### config.mk
export PLATFORM = sky130hd
export DESIGN_NAME = sc_pointgrid_ctrl
export DESIGN_NICKNAME = d
export VERILOG_FILES = /design/src/rtl/sc_pointgrid_ctrl.sv
export SDC_FILE = /design/constraint.sdc
export NUM_CORES = 1
export LEC_CHECK = 0
export CORE_AREA = 2 2 47 49
export DETAILED_ROUTE_END_ITERATION = 16
export DIE_AREA = 0 0 49 51
export GPL_ROUTABILITY_DRIVEN = 0
export GPL_TIMING_DRIVEN = 0
export PLACE_DENSITY_LB_ADDON = 0.15
export SLEW_MARGIN = 30
export SYNTH_ARGS = -nofsm -noshare
export SYNTH_HDL_FRONTEND = slang
export SYNTH_SLANG_ARGS = --single-unit
### constraint.sdc
create_clock -name SC_STATEMACHINEPOINT_CLOCK_50 -period 2.1 [get_ports SC_STATEMACHINEPOINT_CLOCK_50]
set_input_delay 0.42 -clock SC_STATEMACHINEPOINT_CLOCK_50 [delete_from_list [all_inputs] [get_ports SC_STATEMACHINEPOINT_CLOCK_50]]
set_output_delay 0.42 -clock SC_STATEMACHINEPOINT_CLOCK_50 [all_outputs]
set_load 0.02 [all_outputs]
### src/rtl/sc_pointgrid_ctrl.sv
// sc_pointgrid_ctrl: player-position controller for the Frogger datapath.
// Converts active-low start/direction buttons into a bounded (row, col)
// position on a ROWS x COLS grid, with move/bump strobes, goal flag and
// optional auto-repeat while a direction button is held.
module sc_pointgrid_ctrl #(
    parameter int ROWS          = 8,
    parameter int COLS          = 8,
    parameter int ROW_W         = 3,
    parameter int COL_W         = 3,
    parameter int START_COL     = 3,
    parameter int REPEAT_CYCLES = 0
) (
    input  logic             SC_STATEMACHINEPOINT_CLOCK_50,
    input  logic             SC_STATEMACHINEPOINT_RESET_InHigh,
    input  logic             startGame_InLow,
    input  logic             up_InLow,
    input  logic             down_InLow,
    input  logic             left_InLow,
    input  logic             right_InLow,
    input  logic             freeze_InHigh,
    output logic [ROW_W-1:0] row_Out,
    output logic [COL_W-1:0] col_Out,
    output logic             active_Out,
    output logic             atGoal_Out,
    output logic             moved_Out,
    output logic             bump_Out
);

    typedef enum logic [2:0] {
        ST_RESET = 3'd0,
        ST_IDLE  = 3'd1,
        ST_CHECK = 3'd2,
        ST_INIT  = 3'd3,
        ST_MOVE  = 3'd4,
        ST_HOLD  = 3'd5
    } state_t;

    typedef enum logic [2:0] {
        DIR_NONE  = 3'd0,
        DIR_UP    = 3'd1,
        DIR_DOWN  = 3'd2,
        DIR_LEFT  = 3'd3,
        DIR_RIGHT = 3'd4
    } dir_t;

    localparam int CNT_W = (REPEAT_CYCLES > 1) ? $clog2(REPEAT_CYCLES) : 1;

    localparam logic [ROW_W-1:0] ROW_MAX   = ROW_W'(ROWS - 1);
    localparam logic [COL_W-1:0] COL_MAX   = COL_W'(COLS - 1);
    localparam logic [COL_W-1:0] COL_START = COL_W'(START_COL);
    localparam logic [CNT_W-1:0] CNT_LAST  = CNT_W'((REPEAT_CYCLES > 0) ? (REPEAT_CYCLES - 1) : 0);

    state_t             state_q, state_d;
    dir_t               dir_q,   dir_d;
    logic [ROW_W-1:0]   row_q,   row_d;
    logic [COL_W-1:0]   col_q,   col_d;
    logic               active_q, active_d;
    logic               atgoal_q, atgoal_d;
    logic [CNT_W-1:0]   cnt_q,   cnt_d;

    logic               move_legal;
    logic [ROW_W-1:0]   row_mv;
    logic [COL_W-1:0]   col_mv;
    logic               dir_held;
    logic               all_high;
    logic               moved;
    logic               bump;

    assign all_high = startGame_InLow & up_InLow & down_InLow & left_InLow & right_InLow;

    // Register stage: state, position, flags and repeat counter; async reset.
    always_ff @(posedge SC_STATEMACHINEPOINT_CLOCK_50 or posedge SC_STATEMACHINEPOINT_RESET_InHigh) begin
        if (SC_STATEMACHINEPOINT_RESET_InHigh) begin
            state_q  <= ST_RESET;
            dir_q    <= DIR_NONE;
            row_q    <= '0;
            col_q    <= COL_START;
            active_q <= 1'b0;
            atgoal_q <= (ROWS == 1);
            cnt_q    <= '0;
        end else begin
            state_q  <= state_d;
            dir_q    <= dir_d;
            row_q    <= row_d;
            col_q    <= col_d;
            active_q <= active_d;
            atgoal_q <= atgoal_d;
            cnt_q    <= cnt_d;
        end
    end

    // Candidate position for the latched direction and whether it is allowed.
    always_comb begin
        move_legal = 1'b0;
        row_mv     = row_q;
        col_mv     = col_q;
        case (dir_q)
            DIR_UP: if (row_q < ROW_MAX) begin
                move_legal = 1'b1;
                row_mv     = row_q + ROW_W'(1);
            end
            DIR_DOWN: if (row_q > '0) begin
                move_legal = 1'b1;
                row_mv     = row_q - ROW_W'(1);
            end
            DIR_LEFT: if (col_q > '0) begin
                move_legal = 1'b1;
                col_mv     = col_q - COL_W'(1);
            end
            DIR_RIGHT: if (col_q < COL_MAX) begin
                move_legal = 1'b1;
                col_mv     = col_q + COL_W'(1);
            end
            default: move_legal = 1'b0;
        endcase
        // Reaching the goal freezes the player until the next start.
        if (atgoal_q) begin
            move_legal = 1'b0;
        end
    end

    // Whether the button matching the latched direction is still pressed.
    always_comb begin
        case (dir_q)
            DIR_UP:    dir_held = ~up_InLow;
            DIR_DOWN:  dir_held = ~down_InLow;
            DIR_LEFT:  dir_held = ~left_InLow;
            DIR_RIGHT: dir_held = ~right_InLow;
            default:   dir_held = 1'b0;
        endcase
    end

    // Next-state, position update and strobe decode.
    always_comb begin
        state_d  = state_q;
        dir_d    = dir_q;
        row_d    = row_q;
        col_d    = col_q;
        active_d = active_q;
        cnt_d    = cnt_q;
        moved    = 1'b0;
        bump     = 1'b0;
        case (state_q)
            ST_RESET: state_d = ST_IDLE;
            ST_IDLE: begin
                if (!startGame_InLow) begin
                    state_d = ST_INIT;
                end
            end
            ST_CHECK: begin
                if (!startGame_InLow) begin
                    state_d = ST_INIT;
                end else if (!freeze_InHigh) begin
                    if (!up_InLow) begin
                        dir_d   = DIR_UP;
                        state_d = ST_MOVE;
                    end else if (!down_InLow) begin
                        dir_d   = DIR_DOWN;
                        state_d = ST_MOVE;
                    end else if (!left_InLow) begin
                        dir_d   = DIR_LEFT;
                        state_d = ST_MOVE;
                    end else if (!right_InLow) begin
                        dir_d   = DIR_RIGHT;
                        state_d = ST_MOVE;
                    end
                end
            end
            ST_INIT: begin
                row_d    = '0;
                col_d    = COL_START;
                active_d = 1'b1;
                // No direction is latched after a start, so a held button cannot auto-repeat.
                dir_d    = DIR_NONE;
                cnt_d    = '0;
                state_d  = ST_HOLD;
            end
            ST_MOVE: begin
                moved = move_legal;
                bump  = ~move_legal;
                if (move_legal) begin
                    row_d = row_mv;
                    col_d = col_mv;
                end
                cnt_d   = '0;
                state_d = ST_HOLD;
            end
            ST_HOLD: begin
                if (all_high) begin
                    cnt_d   = '0;
                    state_d = ST_CHECK;
                end else if ((REPEAT_CYCLES > 0) && dir_held) begin
                    if (cnt_q == CNT_LAST) begin
                        cnt_d   = '0;
                        state_d = ST_MOVE;
                    end else begin
                        cnt_d = cnt_q + CNT_W'(1);
                    end
                end else begin
                    cnt_d = '0;
                end
            end
            default: state_d = ST_IDLE;
        endcase
        atgoal_d = (row_d == ROW_MAX);
    end

    assign row_Out    = row_q;
    assign col_Out    = col_q;
    assign active_Out = active_q;
    assign atGoal_Out = atgoal_q;
    assign moved_Out  = moved;
    assign bump_Out   = bump;

endmodule

# [After elaboration in Yosys (flattened, before gate mapping)]
# Index checks and enable logic that the tools add are counted.
[word_totals] ff_bits=14
[op_classes] n_addsub=4 n_reduce_logical=6 order_cmp=4 eq_ne=21 n_bitwise=5 n_mux=33
[op_table] op="$mux W3" count=19
[op_table] op="$pmux W3 S2" count=5
[op_table] op="$eq A3 B2 Y1 const B" count=4
[op_table] op="$eq A3 B3 Y1 const B" count=4
[op_table] op="$ne A3 B3 Y1 const B" count=4
[op_table] op="$pmux W3 S4" count=1
[op_table] op="$ne A2 B2 Y1 const B" count=5
[op_table] op="$reduce_and A4 Y1" count=2
[op_table] op="$mux W1" count=7
[op_table] op="$add A3 B1 Y3 const B" count=2
[op_table] op="$eq A3 B1 Y1 const B" count=2
[op_table] op="$gt A3 B1 Y1 const B" count=2
[op_table] op="$lt A3 B3 Y1 const B" count=2
[op_table] op="$ne A6 B6 Y1 const B" count=1
[op_table] op="$sub A3 B1 Y3 const B" count=2
[op_table] op="$ne A5 B5 Y1 const B" count=1
[op_table] op="$reduce_and A5 Y1" count=1
[op_table] op="$and A1 B1 Y1" count=4
[op_table] op="$pmux W1 S4" count=1
[op_table] op="$reduce_bool A2 Y1" count=2
[op_table] op="$reduce_or A2 Y1" count=1
[op_table] op="$not A1 Y1" count=1

# [Longest topological paths before layout]
[logic_depth] ltp_word=7 ltp_mapped=7 depth_no_buf=7

# [Worst setup path after synthesis]
# Ideal clock, no wire load.
[synth_path] path_type="reg2out" from="reg row_q[0] (netlist: row_Out[0])" to="out bump_Out" path_buffers=0 path_slack_ps=102 path_stages_with_launch=7 arrival_time_ps=1578 cell_sequence="dfrtp_1 -> inv_1 -> ha_1 -> nand2b_1 -> a22o_1 -> o21a_1 -> nor2_1"
[synth_between] elab_chain_cells=6 word_cells_on_any_way=8
[synth_rtl] item="start: declaration" line="55" source="logic [ROW_W-1:0] row_q, row_d;"
[synth_rtl] item="start signal: assignment" line="84" source="row_q <= row_d;"
[synth_rtl] item="$gt A3 B1 Y1 / $lt A3 B3 Y1 (equally long branches)" line="102, 98"
[synth_rtl] item="$mux W1 (on tied branches)" line="102, 98"
[synth_rtl] item="$pmux W1 S4 *" line="97" source="case (dir_q)"
[synth_rtl] item="$mux W1 *" line="117" source="if (atgoal_q) begin"
[synth_rtl] item="$not A1 Y1 *" line="180" source="bump = ~move_legal;"
[synth_rtl] item="$mux W1 *" line="143" source="case (state_q)"
[synth_rtl] item="end: declaration" line="26" source="output logic bump_Out"
# Mark *: on every way between the ends. The rest lies on a longest branch, timed or not.

# [Worst setup path in the final report]
[layout_path] from="reg row_q[0] (netlist: row_Out[0])" to="out moved_Out"
[layout_between] elab_chain_cells=5 word_cells_on_any_way=7
[layout_rtl] item="$gt A3 B1 Y1 / $lt A3 B3 Y1 (equally long branches)" line="102, 98"
[layout_rtl] item="$mux W1 (on tied branches)" line="102, 98"
[layout_rtl] item="$pmux W1 S4 *" line="97"
[layout_rtl] item="$mux W1 *" line="117"
[layout_rtl] item="$mux W1 *" line="143"
[layout_rtl] item="end: declaration" line="25" source="output logic moved_Out,"
# Marked as above.

==> summary.md <==
| Metric | Value |
|---|---|
| Status | finished with violations |
| Die ar. | roughly 0.0025 mm2 |
| # nets final | approximately 160 |
| Largest net degree at the start of global routing | 15 |
| Slew Limit Headroom | 0.630 |
| Seq/Total Area, Yosys | 0.365 |
| First DRT Iteration DRCs | 23 |
| Final wirelength | 2460 um |
| Post-DP HPWL | around 1500 um |
| DRC Markers | 0 |
| Reg clk slew, reported paths | around 80 ps |
| First-pass GRT wire length | about 3700 um |
| Final hold slack | 480 ps |
| Leak pwr | between 0.6 and 0.7 nW |
| R2R setup slack | about 30 ps |
| Clk_lat worst skew | 280 ps |
| Area grow syn2layout | 49.0% |
| Failing checks | setup timing |
| H-tree depth | 1 |
| Mapped Area | ~970 um2 |
| Pins over their slew limit | 0 |
| CTS buffer count | 3 |
| Ant. Diodes | 0 |
| Placed cells | 152 |
| Clock Tree Buf Depth | 2 |
| Async set-or-reset flop fraction in the synthesized netlist | 1.00 |
| Critical-path maximum fanout | 5 |
| DR vias | 970 |
| Row count | 17 |
| Max-Cap Viols | 0 |
| Area contributors post-synth | dfrtp_1 (31%), dfstp_2 (5.4%), inv_1 (4.3%) |
| I/O pin cnt | 18 |
| DR WL/cell | ~14 um |
| Core area | between 0.002 and 0.0025 mm2 |
| Synth warnings | 0 |
| Die height | a little over 50 um |
| WS Path Type | reg2out |
| Avg Inst Size Synth | around 9.0 um2 |
| Worst-margin pin slew | 554 ps |
| Vias in the first global route | 860 |
| WP data arrival | between 1500 and 2000 ps |
| Required @ worst endpoint | between 1500 and 2000 ps |
| Area fraction of the dominant cell type after synthesis | 0.311 |
| DR vias/cell | roughly 5.5 |
| Overall routing resource usage | 0.198 |
| Final Hold Viols | 0 |
| Fraction of layout cells with a size suffix above 1 | 0.349 |
| CTS tree | yes |
| Number of enable flip-flop cells after synthesis | 0 |
| Fill cells | between 150 and 200 |
| Buffers on Ports | 17 |
| Reg2reg path depth | 6 |
| Maximum vdd ir drop | between 0.5 and 0.6 mV |
| Worst hold-check path type | in2async |
| Maximum clock frequency | roughly 0.47 GHz |
| Overflow after GRT | 0 |
| Initial antenna violation count | 0 |
| Final Skew | approximately 5.7 ps |
| Initial Utilization | 0.468 |
| Final Non-Filler Cells | about 180 |
| Post-Syn Instances | approximately 110 |
| Tot Pwr | between 0.001 and 0.0015 W |
| RSZ-0062 raised after global routing | yes |
| Register bit total from synthesis | 14 |
| TritonRoute pass-1 iters | 4 |
| Die width | just under 50 um |
| Startpoint types | flop |
| Setup ws final | -9.27 ps |
| Tmin final | 2110 ps |
| Crit. End Element | primary output |
| DP Worst Slack | -439 ps |
| Post-synth top flop | dfrtp_1 |
| Clock root buffer master | clkbuf_4 |
| Syn_nets | between 100 and 150 |
| Final critical-path share of the clock period | 1.00 |
| Post-DRT Antenna Nets | 0 |
| Clock sink total | 14 |
| Power Density | 937 mW/mm2 |
| Cts hold-fix bufs | 0 |
| Area leader, netlist | dfrtp_1 |
| Final Setup Violations | 1 |
| Yosys cell types | between 40 and 50 |
## critical path: stages, from the launching register on
cell	delay, ps
dfrtp_2	430
inv_4	90
ha_4	150
nand2b_4	60
a22o_4	260
o211ai_2	210
inv_1	80
buf_6	130
## placed cells by master (no fill, tap or decap), types with 2 or more instances in the layout
master and n:
and3_1 2, nor3b_4 2, nand2b_1 4, dfrtp_1 7
dfrtp_2 5, inv_1 9, o21ai_1 2, clkdlybuf4s50_1 15
clkbuf_4 3, nor2_1 6, a31oi_1 2, a21oi_1 2
buf_4 23, o21a_1 2, a22oi_1 2, nand3_1 7
nand4_1 4, dfstp_2 2, ha_1 2, o21ai_0 6
nand2_1 9, buf_6 2
## worst paths after layout
check	startpoint	endpoint
worst min register to register	active_Out	active_Out
worst max-delay path	row_Out[0]	moved_Out
worst max register to register	dir_q[2]	atGoal_Out
max in group asynchronous	SC_STATEMACHINEPOINT_RESET_InHigh	dir_q[0]
min in group SC_STATEMACHINEPOINT_CLOCK_50	active_Out	active_Out
worst min-delay path	SC_STATEMACHINEPOINT_RESET_InHigh	active_Out
## Yosys cell counts, types with 2 or more instances
cell and number:
a31oi_1 2, nor3b_1 2, dfrtp_1 12, nand2_1 9
nand4_1 4, inv_1 11, o21a_1 2, ha_1 3
nand3_1 7, nand2b_1 5, and3_1 2, a22o_1 2
o21ai_1 2, dfstp_2 2, nor2_1 6, a21oi_1 2
o21ai_0 6, or3b_1 2, a22oi_1 2
## registers in the layout, indices dropped and copies added (netlist names)
name,cells
col_Out,3
dir_q,3
row_Out,3
state_q,3
active_Out,1
atGoal_Out,1
## cell families after synthesis
group | count (synthesis) | share of synthesized area
simple gates | 41 | 0.233
compound gates | 33 | 0.269
buf+inv | 14 | 0.0635
flops | 14 | 0.365
fa+ha+maj | 4 | 0.0596
xor+xnor | 1 | 0.00907
## routing by layer
layer | up-vias | GRT usage | routed length (um)
li1 | 483 | - | -
met1 | 444 | 0.252 | 1110
met2 | 36 | 0.329 | 1180
met3 | 7 | 0.0263 | 127
met4 | 0 | 0.105 | 48
met5 | - | 0 | 0
## per-stage QoR
step | setup TNS (ps) | instance area, um2 | util
floorplan | 0 | 966 | -
global placement | -771 | 1170 | 0.568
detailed placement | -909 | 1170 | 0.568
CTS | -210 | 1310 | 0.637
global route | -207 | 1440 | 0.697
finish | -9.27 | 1440 | 0.697
## power breakdown
part / leakage (nW) / total (W) / switching, W / internal [W]
Clock: 0.0138 / 0.000149 / 0.0000826 / 0.0000664
Sequential: 0.165 / 0.000378 / 0.0000579 / 0.000320
Combinational: 0.429 / 0.000820 / 0.000369 / 0.000451
## layout make-up
type	instances	area [um2]	share of cell area
Buffer	2	8.76	0.00609
Clock buffer	3	22.5	0.0157
Inverter	11	43.8	0.0304
Tap cell	28	35.0	0.0243
Timing Repair Buffer	40	345	0.240
Multi-Input combinational cell	79	624	0.434
Sequential cell	14	359	0.250
## timing repair
action,in CTS,in global routing
buffers inserted,14,9
pin swaps,4,8
gates resized for setup,18,14
endpoints found under the setup margin,3,4
No activity file was read; power rests on OpenSTA's default activity.
